==> src/rtl/osd_dem_uart_arbiter.sv <==
// Line-aware round-robin arbiter merging NUM_SRC character streams into one debug UART input.
// One IDLE cycle per grant, then zero-latency pass-through; out_ready stalls only the granted source.
module osd_dem_uart_arbiter #(
   parameter int NUM_SRC   = 4,
   parameter int LINE_LOCK = 1,
   parameter int TIMEOUT   = 255,
   parameter int SRC_W     = $clog2(NUM_SRC)
) (
   input  logic                 clk,
   input  logic                 rst_n,
   input  logic [NUM_SRC*8-1:0] src_char,
   input  logic [NUM_SRC-1:0]   src_valid,
   output logic [NUM_SRC-1:0]   src_ready,
   output logic [7:0]           out_char,
   output logic                 out_valid,
   input  logic                 out_ready,
   output logic [SRC_W-1:0]     grant_id,
   output logic                 locked
);

   localparam int         TMO_W = (TIMEOUT > 0) ? $clog2(TIMEOUT + 1) : 1;
   localparam logic [7:0] LF    = 8'h0A;

   typedef enum logic {IDLE, LOCKED} state_t;

   state_t             state, state_nxt;
   logic [SRC_W-1:0]   rr_ptr, rr_ptr_nxt;
   logic [SRC_W-1:0]   grant, grant_nxt;
   logic [TMO_W-1:0]   tmo_cnt, tmo_cnt_nxt;

   logic [7:0]         g_char;
   logic               g_valid;
   logic [SRC_W-1:0]   grant_inc;

   logic [2*NUM_SRC-1:0] req_dbl;
   logic [NUM_SRC-1:0]   req_rot;
   logic [SRC_W-1:0]     rot_off;
   logic [SRC_W:0]       pick_sum;
   logic [SRC_W-1:0]     pick;
   logic                 any_req;

   logic xfer, eol, stall, expire;

   // View of the currently granted source
   always_comb begin
      g_char  = '0;
      g_valid = 1'b0;
      for (int i = 0; i < NUM_SRC; i++) begin
         if (grant == SRC_W'(i)) begin
            g_char  = src_char[i*8 +: 8];
            g_valid = src_valid[i];
         end
      end
   end

   assign grant_inc = (grant == SRC_W'(NUM_SRC - 1)) ? '0 : grant + SRC_W'(1);

   // Rotate requests so bit 0 is rr_ptr, then take the lowest set bit
   assign req_dbl = {src_valid, src_valid} >> rr_ptr;
   assign req_rot = req_dbl[NUM_SRC-1:0];
   assign any_req = |src_valid;

   always_comb begin
      rot_off = '0;
      for (int j = NUM_SRC - 1; j >= 0; j--) begin
         if (req_rot[j]) rot_off = SRC_W'(j);
      end
   end

   assign pick_sum = {1'b0, rr_ptr} + {1'b0, rot_off};
   assign pick     = (pick_sum >= (SRC_W+1)'(NUM_SRC))
                   ? SRC_W'(pick_sum - (SRC_W+1)'(NUM_SRC))
                   : pick_sum[SRC_W-1:0];

   assign xfer   = (state == LOCKED) && g_valid && out_ready;
   assign eol    = (LINE_LOCK == 0) || (g_char == LF);
   assign stall  = !g_valid;
   assign expire = (TIMEOUT != 0) && stall && (tmo_cnt == TMO_W'(TIMEOUT - 1));

   always_comb begin
      state_nxt   = state;
      rr_ptr_nxt  = rr_ptr;
      grant_nxt   = grant;
      tmo_cnt_nxt = tmo_cnt;
      case (state)
         IDLE: begin
            if (any_req) begin
               grant_nxt   = pick;
               state_nxt   = LOCKED;
               tmo_cnt_nxt = '0;
            end
         end
         LOCKED: begin
            if (xfer) begin
               tmo_cnt_nxt = '0;
               if (eol) begin
                  state_nxt  = IDLE;
                  rr_ptr_nxt = grant_inc;
               end
            end else if (stall) begin
               if (expire) begin
                  state_nxt   = IDLE;
                  rr_ptr_nxt  = grant_inc;
                  tmo_cnt_nxt = '0;
               end else if (TIMEOUT != 0) begin
                  tmo_cnt_nxt = tmo_cnt + TMO_W'(1);
               end
            end
            // valid but backpressured: counter holds
         end
         default: state_nxt = IDLE;
      endcase
   end

   always_ff @(posedge clk) begin
      if (!rst_n) begin
         state   <= IDLE;
         rr_ptr  <= '0;
         grant   <= '0;
         tmo_cnt <= '0;
      end else begin
         state   <= state_nxt;
         rr_ptr  <= rr_ptr_nxt;
         grant   <= grant_nxt;
         tmo_cnt <= tmo_cnt_nxt;
      end
   end

   // Everything visible is forced quiet while reset is asserted
   always_comb begin
      out_char  = '0;
      out_valid = 1'b0;
      src_ready = '0;
      locked    = 1'b0;
      grant_id  = rst_n ? grant : '0;
      if (rst_n && (state == LOCKED)) begin
         out_char  = g_char;
         out_valid = g_valid;
         locked    = 1'b1;
         for (int i = 0; i < NUM_SRC; i++) begin
            src_ready[i] = (grant == SRC_W'(i)) && out_ready;
         end
      end
   end

endmodule

==> config.mk <==
export PLATFORM = sky130hd
export DESIGN_NAME = osd_dem_uart_arbiter
export DESIGN_NICKNAME = d
export VERILOG_FILES = /design/src/rtl/osd_dem_uart_arbiter.sv
export SDC_FILE = /design/constraint.sdc
export NUM_CORES = 1
export LEC_CHECK = 0
export CORE_UTILIZATION = 40
export DETAILED_ROUTE_END_ITERATION = 6
export PLACE_DENSITY = 0.77
export SLEW_MARGIN = 15
export SYNTH_ARGS = -nofsm -noshare
export SYNTH_HDL_FRONTEND = slang
export SYNTH_SLANG_ARGS = --single-unit
export TNS_END_PERCENT = 1
==> constraint.sdc <==
create_clock -name clk -period 5.7 [get_ports clk]
set_input_delay 0.855 -clock clk [delete_from_list [all_inputs] [get_ports clk]]
set_output_delay 0.855 -clock clk [all_outputs]
set_load 0.005 [all_outputs]
# == After elaboration in Yosys (flattened, before gate mapping) ==
# Cells that the tools add are included.
# totals
ff_bits,13
elab_cells,69
# op_classes
addsub,4
shift,1
muxes,34
reduce_logical,15
n_eq_ne,9
order_cmp,1
bitwise_logic,1
# op_table
op,n
8-bit two-way mux,9
2-bit two-way mux,11
8-bit case mux with 2 select lines,1
1-bit two-way mux,11
"8-bit by 1-bit adder with 8-bit output, second input constant",1
"8-bit by 4-bit equality test with 1-bit output, second input constant",1
"8-bit equality test, second input constant",1
1-bit logical AND,8
8-bit by 2-bit >> shifter with 4-bit output,1
"2-bit equality test, second input constant",2
4-bit two-way mux,1
"2-bit by 1-bit != test with 1-bit output, second input constant",2
2-bit AND reduction,2
4-bit AND reduction,1
4-bit OR reduction,1
2-bit by 2-bit adder with 3-bit output,1
"3-bit >= comparator, second input constant",1
"3-bit by 2-bit != test with 1-bit output, second input constant",1
"2-bit by 1-bit adder with 2-bit output, second input constant",1
"2-bit by 1-bit equality test with 1-bit output, second input constant",1
2-bit zero test,1
"2-bit != test, second input constant",1
1-bit case mux with 2 select lines,1
2-bit nonzero test,1
other kinds (3),3

# == Depth between registers and ports, before layout ==
# logic_depth
depth_word,11
depth_mapped,9

# == Worst setup path before layout ==
# Ideal clock, no wire load.
# synth_path
path_kind,input port to output port
from,input port rst_n
to,output port src_ready[0]
path_stages,4
n_path_buf,1
t_arrival_ps,1568
t_required_ps,4845
path_slack_ps,3277
cell_sequence,clkbuf_1 > nand2_1 > inv_1 > and3_1
# synth_between
elab_chain_len,2
# synth_rtl
element,line_no,source
"start, declared",10,"input logic rst_n,"
1-bit logical AND,136,if (rst_n && (state == LOCKED)) begin
4-bit two-way mux,136,
"end, declared",13,"output logic [NUM_SRC-1:0] src_ready,"
# Every way passes these cells.

# == Worst setup path in the final report ==
# layout_path
from,input port rst_n
to,output port out_char[7]
# layout_between
elab_chain_len,2
# layout_rtl
element,line_no,source
1-bit logical AND,136,
8-bit two-way mux,136,
"end, declared",14,"output logic [7:0] out_char,"
# Every way passes these cells.

==> flow_summary.ini <==
[worst_setup_path]
end_kind = output port
slowest_delay_ns = 0.84
cp_common_cell = clkdlybuf4s50_1
crit_arrival_ns = 2.91
worst-path-max-fanout = 20
critical_path_required_ns = 4.85
crit_start = rst_n
crit_slowest_cell = clkdlybuf4s50_1
crit_path_start_kind = input port
cp_cell_sequence = clkdlybuf4s50_1 > nand2_1 > inv_1 > and3_1 > clkdlybuf4s50_1
critPathTopFamily = buffers and inverters
regToRegStartpoint = grant[0]
crit_buf_inv = 3
path_class = in -> out

[synth]
synth_compound_area_share_pct = 28.56
synth_top_family_by_area = simple AND/OR/NAND/NOR gates
avgSynthCellArea_um2 = 7.570
yosys_warnings = 0
syn_nets = 226
yosys.area_share.simple_pct = 34.25
synth.area.mux_share_pct = 1.561
syn_inst = 180
ys_ff_latch = 13
async_reset_ff_share_pct = 0
synth_edf_count = 0
synth_xor_xnor_area_share_pct = 2.571
synth_ff_type = dfxtp_1
yosys.area_share.adder_pct = 7.163
syn_area_um2 = 1363
seq_area_frac_synth_pct = 19.10
ys_types = 60

[sta]
maxClockFrequency_ghz = 0.2655
clock_skew_ns = 0.004326
drv_slew = 0
max_slew_margin_pct = 60.10
rsz0062_at_grt = no
period_minus_slack_ns = 3.767
setup_slack_ns = 1.933
setup_tns_ns = 0
setup_viol = 0
period_share_pct = 66.09
finalHoldViolCount = 0
tightest_slew_ns = 0.5936

[place]
pre_cts_slack_ns = 1.971
gp_congestion = 0.8192
dp_hpwl_mm = 3.245
io_buffer_count = 54
dp_cells = 267

[cts]
clock_tree.buffer_depth = 2
clk_pin_slew_ns = 0.08
hold_buffers = 0
clock_sinks = 13
cts_setup_buffers = 0
cts_max_level = 1
clk-insertion-delay-late_ns = 0.28
cts_tree = built
cts_buffers = 3
ctsResizeCount = 0
cts_root_buf = clkbuf_4

[pwr]
irDropWorstVdd_mv = 0.1048
cellPowerDensity_nw_per_um2 = 135.4
p_leak_uw = 0.0007125

[min_path]
hp-class = reg -> reg
hp-start = tmo_cnt[6]

[grt]
grt_pass1_wl_mm = 6.644
grt_use_total_pct = 23.98
grt.overflow.total = 0
antenna_found_initial = 0
grt_pass1_vias = 1376
grt_start_max_net_pins = 21

[detailed_routing]
ant_nets = 0
firstDrtPassIters = 4
vias_per_cell = 5.646
drtIter0Drc = 89
drc = 0
vias = 1530
wl_mm = 4.126
routedWlPerCell_um = 15.23

[die]
rows = 20
start_util_pct = 43.21
die_w_um = 60.37
die_area_um2 = 3644
ioPinCount = 55
die_h_um = 60.37
core_um2 = 3153

[flow_run]
maxCapViolCount = 0

[final_layout]
n_fill_cell = 306
mostFrequentLayoutCell = clkdlybuf4s50_1
stdcell_count = 271
nNetsFinal = 274
layout-drive-gt1-share_pct = 5.727
antenna_cells = 0
layout_common_cells = 54 x clkdlybuf4s50_1, 19 x nor2_1, 13 x dfxtp_1, 10 x nand2_1, 10 x and3_1
syn_to_final_growth_pct = 41.32
fin_util_pct = 61.07

[run_status]
status = complete, no violations
==> worst paths after layout <==
| kind | to | slack (ns) | depth (start not counted) |
|---|---|---|---|
| worst max-delay path | out_char[7] | 1.93 | 5 |
| worst min-delay path | tmo_cnt[6] | 0.53 | 2 |
| worst max register to register | tmo_cnt[0] | 3.12 | 7 |
| worst min register to register | tmo_cnt[6] | 0.53 | 2 |
==> power by group <==
part	total, µW	switching [µW]	leakage [µW]	internal (µW)
sequential	97.5	4.22	0.000105	93.3
combinational	106	48.5	0.000592	57.7
clock	57.0	29.8	0.0000150	27.2
total	261	82.6	0.000712	178
==> worst reg2reg max path, cell delays in order, from the launching register on <==
cell and delay [ns]:
dfxtp_1 0.41, ha_1 0.37, nand2b_1 0.46, o21ai_2 0.14
nor4_2 0.54, or2_2 0.24, nor2_1 0.07, a31o_2 0.26
==> cell families after synthesis <==
kind of cell | Yosys count
multiplexers | 2
adder cells (fa/ha/maj) | 8
flip-flops | 13
buffers and inverters | 20
AND/OR/NAND/NOR | 84
AO/OA/AOI/OAI | 49
XOR/XNOR | 4
==> synth_stat cells, types with 5 or more instances <==
library cell	n	area, µm²
a221o_1	5	50.05
and2_1	8	50.05
and3_1	10	62.56
clkbuf_1	7	26.28
dfxtp_1	13	260.3
ha_1	7	87.58
inv_1	8	30.03
nand2_1	10	37.54
nand3_1	7	35.03
nor2_1	19	71.32
nor3_1	6	30.03
o21ai_0	8	40.04
==> metal layers <==
layer | track usage, % | vias to the layer above | wire length (µm)
li1 | - | 778 | -
met1 | 32.68 | 718 | 1941
met2 | 39.72 | 26 | 2003
met3 | 4.264 | 8 | 130
met4 | 4.651 | 0 | 51
met5 | 0 | - | 0
==> registers in the layout (all words and copies together) (netlist names) <==
name,count
grant,2
state,1
tmo_cnt,8
rr_ptr,2
==> per-stage QoR <==
step	hold slack, ns	power (µW)	cell area, µm²
after detailed placement	0.5098	205.4	1899
after floorplan	0.4842	156.3	1363
after CTS	0.5346	262.9	1926
after global placement	0.5047	204.2	1899
after global routing	0.5585	276.9	1926
final	0.5311	260.7	1926
==> final cells by class <==
class                      count  area [µm²]  area share, %
inverter                       9       33.78          1.754
multi-input combinational    147        1010          52.44
sequential                    13       260.3          13.52
timing repair buffer          54       540.5          28.07
clock buffer                   4       26.28          1.365
tap                           44       55.05          2.859
No activity file was read; power rests on OpenSTA's default activity.
==> RTL change 1, RTL diff (config.mk and constraints unchanged) <==
`NUM_SRC`: 4 -> 8.
--- a/src/rtl/osd_dem_uart_arbiter.sv
+++ b/src/rtl/osd_dem_uart_arbiter.sv
@@ -1,7 +1,7 @@
 // Line-aware round-robin arbiter merging NUM_SRC character streams into one debug UART input.
 // One IDLE cycle per grant, then zero-latency pass-through; out_ready stalls only the granted source.
 module osd_dem_uart_arbiter #(
-   parameter int NUM_SRC   = 4,
+   parameter int NUM_SRC   = 8,
    parameter int LINE_LOCK = 1,
    parameter int TIMEOUT   = 255,
    parameter int SRC_W     = $clog2(NUM_SRC)
Ports: changed (resized grant_id, src_char, src_ready and src_valid); port bits go from 55 to 96. The function was not compared with the original's and may differ.
==> RTL change 1 against the unedited design <==
Synthesized cell count increased by 75%; wire length up 83%; die area increased by 64%; power is 57% higher; critical path type is now reg -> out; fmax fell by 21%; sequential power grew 18%; worst hold slack got worse by 0.062 ns; sequential cell count grew 2; setup slack worse by 1.0 ns; cell area increased by 69%; first-iteration DRC count up 84%; synthesized area grew 67%; global-route usage rose by 1.2 points; critical endpoint is now out_valid.
==> RTL change 1: results (changes against the unedited design) <==
Share of cell area taken by multi-input logic gates: 54.9% (+2.5 points)
Starting DRT DRC Count: 164 (+84%)
Registers with the most flip-flops: tmo_cnt: 8 flops, grant: 3 flops, rr_ptr: 3 flops
Fraction of cell area in non-clock buffers: 29.1% (+1.1 points)
Clock network area share: 1.42% (+0.054 points)
IO Port Bufs: 95 (+76%)
Final Hold Slack: 0.469 ns (-0.0616 ns)
Mean instance size in the synthesized netlist: 7.22 um^2 (-4.6%)
Clock Sinks: 15 (+2)
Number of buffers outside the clock class in the layout: 95 (+76%)
Seq area share: 9.20% (-4.3 points)
Fraction of final layout cells sized beyond drive strength 1: 5.88% (+0.16 points)
Max FO, Critical Path: 22 (+10%)
Clock root buffer: sky130_fd_sc_hd__clkbuf_8
Count of multi-input combinational gates: 255 (+73%)
Maximum number of pins on one net before global-route repair: 42 (+100%)
Worst path slowest cell: sky130_fd_sc_hd__dfxtp_1
R2R Path End: rr_ptr[2]
Termination of the worst setup path: out_valid
Biggest area contributors in the synthesized netlist: sky130_fd_sc_hd__dfxtp_1, sky130_fd_sc_hd__a21oi_1, sky130_fd_sc_hd__o211ai_1, sky130_fd_sc_hd__nand2_1, sky130_fd_sc_hd__ha_1
Routed wirelength normalized by instance count: 16.3 um (+7.1%)
Peak supply drop: 0.0988 mV (-5.7%)
Reg area: 300 um^2 (+15%)
Slew at the pin closest to its max-slew limit: 1.13 ns (+0.535 ns)
Library cells used by synthesis: 55 (-8.3%)
Number of iterations in the first detailed-routing pass: 5 (+1)
Worst hold path cell count: 1 (-1)
Number of cells on the worst reg-to-reg path: 9 (+2)
Run status: finished, final reports clean
Most used standard cells in the synthesized netlist: sky130_fd_sc_hd__nand2_1, sky130_fd_sc_hd__a21oi_1, sky130_fd_sc_hd__inv_1
==> RTL change 1: changes by cell type after synthesis, sizes merged, moves of 5 or more <==
cell    change
a21oi      +25
nand2      +23
o211ai     +16
inv        +12
clkbuf     +10
nor2b      +10
nand3b      +9
nor3        -6
nor3b       +6
a21o        +5
mux4        +5
nand2b      +5
==> RTL change 1: cells by family (layout without fill, tap and decap cells) <==
group	after synthesis	count (layout)	share of synthesized area [%]
simple gates	124	124	30.1
flops	15	15	13.2
fa+ha+maj	11	11	6.27
compound gates	106	106	33.3
buf+inv	45	121	8.09
xor+xnor	1	1	0.385
mux	13	13	8.69
==> RTL change 1: power groups by stage <==
stage / Sequential, mW / Combinational, mW / Clock, mW
after floorplan: 0.113 / 0.112 / 0
after global placement: 0.116 / 0.203 / 0
after detailed placement: 0.117 / 0.204 / 0
after CTS: 0.114 / 0.205 / 0.0898
after global routing: 0.115 / 0.224 / 0.0931
final: 0.115 / 0.207 / 0.0862
==> RTL change 1: layer usage <==
layer  part of all wire, %  vias to the layer above  wire length, um  GRT usage, %
li1                      -                     1327                -             -
met1                    44                     1314             3300          31.9
met2                    49                      126             3720          45.2
met3                   6.1                        8              461          4.00
met4                  0.86                        0               65          4.34
met5                     0                        -                0             0
==> RTL change 1: metrics by stage <==
| step | power [mW] | instances | worst slack (ns) |
|---|---|---|---|
| floorplan | 0.225 | 315 | 2.61 |
| global placement | 0.319 | 459 | 1.37 |
| detailed placement | 0.321 | 459 | 1.27 |
| CTS | 0.409 | 463 | 0.979 |
| global route | 0.433 | 463 | 0.713 |
| finish | 0.408 | 463 | 0.913 |
==> RTL change 2, RTL diff (same flow settings) <==
Without the edit above. Compare `tmo_cnt` against `TMO_W'(TIMEOUT - 1)` with >= in place of ==.
--- a/src/rtl/osd_dem_uart_arbiter.sv
+++ b/src/rtl/osd_dem_uart_arbiter.sv
@@ -75,7 +75,7 @@
    assign xfer   = (state == LOCKED) && g_valid && out_ready;
    assign eol    = (LINE_LOCK == 0) || (g_char == LF);
    assign stall  = !g_valid;
-   assign expire = (TIMEOUT != 0) && stall && (tmo_cnt == TMO_W'(TIMEOUT - 1));
+   assign expire = (TIMEOUT != 0) && stall && (tmo_cnt >= TMO_W'(TIMEOUT - 1));
 
    always_comb begin
       state_nxt   = state;
Function: no difference found for any inputs over 10 cycles, from zero or initial values and one cycle with rst_n low; that may be too few to reach the edited logic, so the function may still have changed.
==> RTL change 2 against the unedited design <==
Synthesized area down 8.6%; cell area down 5.9%; synthesized cell count down 8.3%; global-route usage down 0.31 points; the flow now finishes with violations (DRC); sequential cell count unchanged; core utilization up 2.4 points; critical endpoint is now out_char[4]; first-iteration DRC count up 45%; setup slack better by 0.027 ns; die area down 8.3%; critical path depth up 3; via count down 1.6%; wire length down 4.3%; power down 2.4%.
==> RTL change 2: results (changes against the unedited design) <==
Clock latency of the later-clocked register in the worst-skew pair: 0.28 ns (about the same)
Failing checks: DRC
Leakage Power: 0.649 nW (-8.9%)
Worst slack at placement: 2.07 ns (+0.103 ns)
IO Port Bufs: 54 (unchanged)
Biggest area contributors in the synthesized netlist: sky130_fd_sc_hd__dfxtp_1, sky130_fd_sc_hd__ha_1, sky130_fd_sc_hd__nor2_1, sky130_fd_sc_hd__and3_1, sky130_fd_sc_hd__o22ai_1
Wire length of the first global-routing pass: 6240 um (-6.1%)
Share of total power in sequential cells: 38.1% (+0.7 points)
Maximum number of pins on one net before global-route repair: 15 (-29%)
Number of design rule violations left after detail routing: 7 (+7)
GR Util All Layers: 23.7% (-0.31 points)
Max FO, Critical Path: 11 (-45%)
Worst path slowest cell: sky130_fd_sc_hd__nor2b_1
Total detailed-routing wirelength: 3950 um (-4.3%)
Via count of the first global-routing pass: 1386 (+0.73%)
Fraction of final layout cells sized beyond drive strength 1: 4.19% (-1.5 points)
Post-detailed-placement half-perimeter wirelength: 3090 um (-4.9%)
Number of iterations in the first detailed-routing pass: 6 (+2)
# placed instances: 242 (-9.4%)
Relative max-transition margin: 42.0% (-18 points)
Sequential fraction of the synthesis area: 20.9% (+1.8 points)
Clock root buffer: sky130_fd_sc_hd__clkbuf_4
Routed wirelength normalized by instance count: 16.1 um (+5.4%)
Arrival time reported for the critical path endpoint: 2.88 ns (-0.03 ns)
Starting DRT DRC Count: 129 (+45%)
Most used standard cells in the synthesized netlist: sky130_fd_sc_hd__nor2_1, sky130_fd_sc_hd__dfxtp_1, sky130_fd_sc_hd__nand2_1
Mean instance size in the synthesized netlist: 7.55 um^2 (-0.33%)
Registers with the most flip-flops: tmo_cnt: 8 flops, grant: 2 flops, rr_ptr: 2 flops
Number of CTS-inserted buffers: 3 (unchanged)
Library cells used by synthesis: 48 (-20%)
Max stage delay on crit path: 0.61 ns (-0.23 ns)
Hold/Removal Path Class: reg -> reg
Count of H-tree levels built during CTS: 1 (unchanged)
Number of cells on the worst reg-to-reg path: 8 (+1)
Dominant delay contributor by cell family on the critical path: simple AND/OR/NAND/NOR gates
Total number of nets in the final design: 262 (-4.4%)
Peak supply drop: 0.121 mV (+15%)
Syn_nets: 211 (-6.6%)
Antenna cells: 0 (unchanged)
Number of vias per cell: 6.12 (+8.4%)
Run status: complete, but fails checks
Fin Clk Skew: 0.00485 ns (+0.000526 ns)
Global placer's final weighted congestion: 0.882 (+7.7%)
Number of filler instances in the final layout: 254 (-17%)
Placed inst area: 1790 um^2 (-6.0%)
Switching power: 0.0798 mW (-3.4%)
==> RTL change 2: power by group through the flow <==
stage / Combinational [mW] / Clock (mW) / Sequential, mW
final: 0.101 / 0.0570 / 0.0968
after global routing: 0.109 / 0.0620 / 0.0972
after CTS: 0.0994 / 0.0609 / 0.0968
after detailed placement: 0.0987 / 0 / 0.0989
after global placement: 0.0968 / 0 / 0.0987
after floorplan: 0.0507 / 0 / 0.0967
==> RTL change 2: logic make-up (layout without fill, tap and decap cells) <==
group | after synthesis | count (layout) | share of synthesized area, %
adders and majority gates | 8 | 8 | 7.84
DFF | 13 | 13 | 20.9
AOI/OAI and AO/OA | 49 | 49 | 28.5
muxes | 3 | 3 | 2.41
buffers and inverters | 16 | 66 | 5.53
and+or+nand+nor | 71 | 71 | 31.3
xor gates and xnor gates | 5 | 5 | 3.52
==> RTL change 2: per-layer routing <==
metal,part of all wire [%],track usage [%],vias to the layer above,wire [um]
met3,6.9,2.23,10,271
li1,-,-,727,-
met5,0,0,-,0
met4,2.5,10.5,0,97
met2,47,42.2,67,1870
met1,43,28.9,701,1710
==> RTL change 2: final timing paths <==
check,from,endpoint,slack [ns]
worst max-delay path,grant[1],out_char[4],1.96
worst min register to register,tmo_cnt[3],tmo_cnt[3],0.51
worst max register to register,grant[1],tmo_cnt[4],2.61
worst min-delay path,tmo_cnt[3],tmo_cnt[3],0.51
==> RTL change 2: final cells by class <==
| class | count | area (um^2) | area share, % |
|---|---|---|---|
| tap | 31 | 38.8 | 2.14 |
| inverter | 8 | 30.0 | 1.66 |
| clock buffer | 4 | 26.3 | 1.45 |
| sequential | 13 | 260 | 14.4 |
| multi-input combinational | 136 | 916 | 50.6 |
| timing repair buffer | 54 | 541 | 29.8 |
